File: src/rtl/zion_rsp_skid_stage.sv
// Registered valid/ready stage with a 2-entry skid buffer for response paths.
// iRdy is registered, so no combinational path runs from oRdy back to iRdy.
//
//   state | meaning
//   ------+------------------------------
//   EMPTY | no entries held
//   BUSY  | one entry, in main
//   FULL  | two entries, main (head) + skid
module zion_rsp_skid_stage #(
  parameter int                 WIDTH    = 8,
  parameter logic [WIDTH-1:0]   INI_DATA = '0
) (
  input  logic             clk,
  input  logic             rst,
  input  logic             flush,
  input  logic             iVld,
  output logic             iRdy,
  input  logic [WIDTH-1:0] iDat,
  output logic             oVld,
  input  logic             oRdy,
  output logic [WIDTH-1:0] oDat,
  output logic [1:0]       oCnt
);

  if (WIDTH < 1) begin : g_width_chk
`ifdef CHECK_ERR_EXIT
    $fatal(1, "zion_rsp_skid_stage: WIDTH must be >= 1");
`else
    $error("zion_rsp_skid_stage: WIDTH must be >= 1");
`endif
  end

  typedef enum logic [1:0] {
    EMPTY = 2'd0,
    BUSY  = 2'd1,
    FULL  = 2'd2
  } state_t;

  state_t           state, next_state;
  logic             acc, rel;
  logic             main_we, main_from_skid, skid_we;
  logic [WIDTH-1:0] main_q, skid_q;

  assign acc  = iVld & iRdy;
  assign rel  = oVld & oRdy;
  assign oDat = main_q;

  always_ff @(posedge clk) begin
    if (rst) begin
      state <= EMPTY;
      iRdy  <= 1'b1;
    end else begin
      state <= next_state;
      iRdy  <= (next_state != FULL);
    end
  end

  always_comb begin
    next_state = state;
    if (flush) begin
      next_state = EMPTY;
    end else begin
      case (state)
        EMPTY: if (acc) next_state = BUSY;
        BUSY: begin
          if (acc && !rel)      next_state = FULL;
          else if (!acc && rel) next_state = EMPTY;
        end
        FULL:    if (rel) next_state = BUSY;
        default: next_state = EMPTY;
      endcase
    end
  end

  // Flush suppresses every data write so a same-cycle beat is discarded.
  always_comb begin
    oVld           = (state != EMPTY);
    oCnt           = state;
    main_we        = 1'b0;
    main_from_skid = 1'b0;
    skid_we        = 1'b0;
    if (!flush) begin
      case (state)
        EMPTY: main_we = acc;
        BUSY: begin
          main_we = acc & rel;
          skid_we = acc & ~rel;
        end
        FULL: begin
          main_we        = rel;
          main_from_skid = 1'b1;
        end
        default: ;
      endcase
    end
  end

  always_ff @(posedge clk) begin
    if (rst) begin
      main_q <= INI_DATA;
      skid_q <= INI_DATA;
    end else begin
      if (main_we) main_q <= main_from_skid ? skid_q : iDat;
      if (skid_we) skid_q <= iDat;
    end
  end

endmodule

File: config.mk
export PLATFORM = sky130hd
export DESIGN_NAME = zion_rsp_skid_stage
export DESIGN_NICKNAME = d
export VERILOG_FILES = /design/src/rtl/zion_rsp_skid_stage.sv
export SDC_FILE = /design/constraint.sdc
export NUM_CORES = 1
export LEC_CHECK = 0
export ABC_AREA = 1
export CAP_MARGIN = 20
export CORE_ASPECT_RATIO = 0.75
export CORE_MARGIN = 4
export CORE_UTILIZATION = 48
export CTS_BUF_LIST = sky130_fd_sc_hd__clkbuf_4 sky130_fd_sc_hd__clkbuf_8
export DETAILED_ROUTE_END_ITERATION = 8
export MAX_ROUTING_LAYER = met4
export PLACE_DENSITY_LB_ADDON = 0.08
export SYNTH_ARGS = -nofsm -noshare
export SYNTH_HDL_FRONTEND = slang
export SYNTH_SLANG_ARGS = --single-unit
File: constraint.sdc
create_clock -name clk -period 1.57 [get_ports clk]
set_input_delay 0.2355 -clock clk [delete_from_list [all_inputs] [get_ports clk]]
set_output_delay 0.2355 -clock clk [all_outputs]
set_load 0.01 [all_outputs]
==> run_results.csv <==
group,metric,value,unit
status,status,"finished, final reports clean",
die,core-area,0.00172,mm2
grt,grt_overflow,0,
yosys,synthCells,139,
grt,grt-busiest-layer,"met2",
timing,hold_viol_final,0,
route,drtAntennaViolNets,0,
grt,grt_pass1_vias,790,
layout,diodes,0,
grt,grt_max_degree,17,
clock_network,clock_path_buffers,2,
clock_network,clk_pin_slew_worst_paths,0.11,ns
worst_setup_path,crit_type,"flop to output pin",
die,rows,13,
route,via_per_inst,4.62,
worst_setup_path,cp-endpoint,"oCnt[1]",
worst_setup_path,critPathLaunch,"oCnt[1]$_SDFF_PP0_",
yosys,ys_ff_latch,19,
pwr,p_total,0.000928,W
placement,portBuffers,24,
worst_setup_path,r2r_setup_slack,0.22,ns
die,dieWidth,57.3,um
die,ios,25,
layout,fillCellCount,156,
run,maxCapViolations,0,
worst_setup_path,cpMaxStageDelayCell,"clkdlybuf4s50_1",
timing,fmax,669,MHz
timing,skew,0.00499,ns
grt,antenna_found_initial,0,
layout,multi_input_area,420,um2
pwr,p_leak,0.562,nW
route,drt_iter0_markers,22,
die,initial_utilization,50.8,%
placement,place_congestion,0.834,
layout,stdcell_count,189,
clock_network,clkLatencyLatePin,0.30,ns
route,dr.pass1.iters,4,
timing,relSlewSlack,66.5,%
worst_setup_path,path_delay_family,"buffers and inverters",
grt,grt_pass1_wl,3420,um
clock_network,cts_buffers,3,
placement,dp_hpwl,1510,um
worst_setup_path,path_cells,"clkdlybuf4s50_1",
route,drt-total-wl,1920,um
timing,worst_slack,0.0762,ns
route,wl_per_cell,10.2,um
placement,place_area,0.00114,mm2
clock_network,cts.htree.levels,1,
timing,fin_crit_sh,95.1,%
pwr,power_per_cell_area,794,mW/mm2
layout,seq_area,383,um2
timing,tns,0,ns
yosys,ys_warn_count,0,
yosys,syn_area,876,um2
timing,drv_slew,0,
layout,layout-drive-gt1-share,5.99,%
yosys,synth_cell_type_count,13,
grt,track_usage,17.7,%
timing,fin_crit,1.49,ns
worst_setup_path,startpoint_type,"flop",
timing,setup_viol,0,
placement,dpl_worst_slack,-0.110,ns
layout,fin_area,0.00117,mm2
grt,grt_util_met2,28.2,%
worst_setup_path,rr_startpoint,"oCnt[0]$_SDFF_PP0_",
placement,dp.cells,185,
clock_network,tritoncts,"done",
die,die_area,0.00258,mm2
yosys,ys_seq_area_share,43.4,%
min_path,hold_class,"input port to flop",
route,post-route-drc-count,0,
layout,syn_to_final_growth,33.4,%
worst_setup_path,critPathMaxStageDelay,0.55,ns
clock_network,cts_sinks,19,
timing,worstMarginPinSlew,0.501,ns
die,die_y,45.0,um
timing,rsz0062_at_grt,"no",
grt,grt_util_met3,6.57,%
layout,final_common_cell,"nand2_1",
grt,grt_use_met1,21.8,%
worst_setup_path,cp_num_cells,1,
route,vias,873,
yosys,synth.net_count,152,
worst_setup_path,crit_buf_inv,1,
layout,layout_common_cells,"51 x nand2_1, 37 x nor2_1, 23 x clkdlybuf4s50_1",
worst_setup_path,reg2reg_depth,6,
worst_setup_path,setup.worst_path.end_class,"output pin",
worst_setup_path,crit_arrival,1.26,ns
layout,final_nets,181,
clock_network,cts-root-buf,"clkbuf_4",
worst_setup_path,crit_fanout,7,
pwr,vdd_drop_max,0.675,mV
worst_setup_path,critPathRequiredTime,1.33,ns
worst_setup_path,reg2reg_to,"skid_q[1]$_SDFFE_PP0P_",
yosys,syn_avg_cell_area,6.30,um2
[where the power goes]
group / internal, W / switching, W
logic: 0.0000877 / 0.0000817
registers: 0.000502 / 0.0000104
clock network: 0.0000950 / 0.000151
total: 0.000685 / 0.000243
[synth_stat cells]
library cell  instances  share of area [%]
clkbuf_4              1               0.86
nand2_2               1               0.71
nor3_1                1               0.57
nor2_1               37                 16
nand4_1               1               0.71
a21oi_1               1               0.57
dfxtp_1              19                 43
inv_1                15                6.4
nand3_1               1               0.57
o21ai_0               9                5.1
nand3_4               1                2.0
nand2_1              51                 22
buf_6                 1                1.3
[state kept, by name, indices dropped and copies added, names as in the netlist]
signal	cells
oDat	8
skid_q	8
iRdy	1
oCnt	2
[metrics by stage]
stage / hold WS (ns) / util [%]
5_1_grt: 0.483 / 67.8
3_5_place_dp: 0.478 / 66.1
4_1_cts: 0.481 / 67.8
2_1_floorplan: 0.307 / -
3_3_place_gp: 0.464 / 66.1
6_report: 0.492 / 67.8
[cells by family (layout without fill, tap and decap cells)]
family,count (synthesis),count (layout),synth area share [%]
flops,19,19,43.4
compound gates,10,10,5.71
simple gates,93,93,42.3
buf+inv,17,45,8.57
[worst min path at each step]
stage	from	to	slack [ns]	cells after the start
2_1_floorplan	rst	oCnt[0]$_SDFF_PP0_	0.31	1
3_3_place_gp	skid_q[2]$_SDFFE_PP0P_	skid_q[2]$_SDFFE_PP0P_	0.46	2
3_5_place_dp	skid_q[4]$_SDFFE_PP0P_	skid_q[4]$_SDFFE_PP0P_	0.48	2
4_1_cts	rst	oCnt[0]$_SDFF_PP0_	0.48	2
5_1_grt	rst	oCnt[0]$_SDFF_PP0_	0.48	2
6_report	rst	oCnt[0]$_SDFF_PP0_	0.49	2
[final cells by class]
type	instances	area share, %
clock buffer	3	1.93
clock inverter	1	0.428
inverter	15	4.82
multi-input combinational	103	36.0
tap	22	2.36
timing repair buffer	26	21.7
sequential	19	32.8
[layer usage]
metal  up-vias  part of all wire, %
li1        475                    -
met1       374                   46
met2        24                   46
met3         0                  7.5
met4         0                    0
met5         -                    0
[what timing repair did]
item                       CTS  global route
hold buffers                 0             0
gates resized for setup      3             0
setup buffers                0             0
setup endpoints to repair    2             0
(Power assumes the default switching activity.)
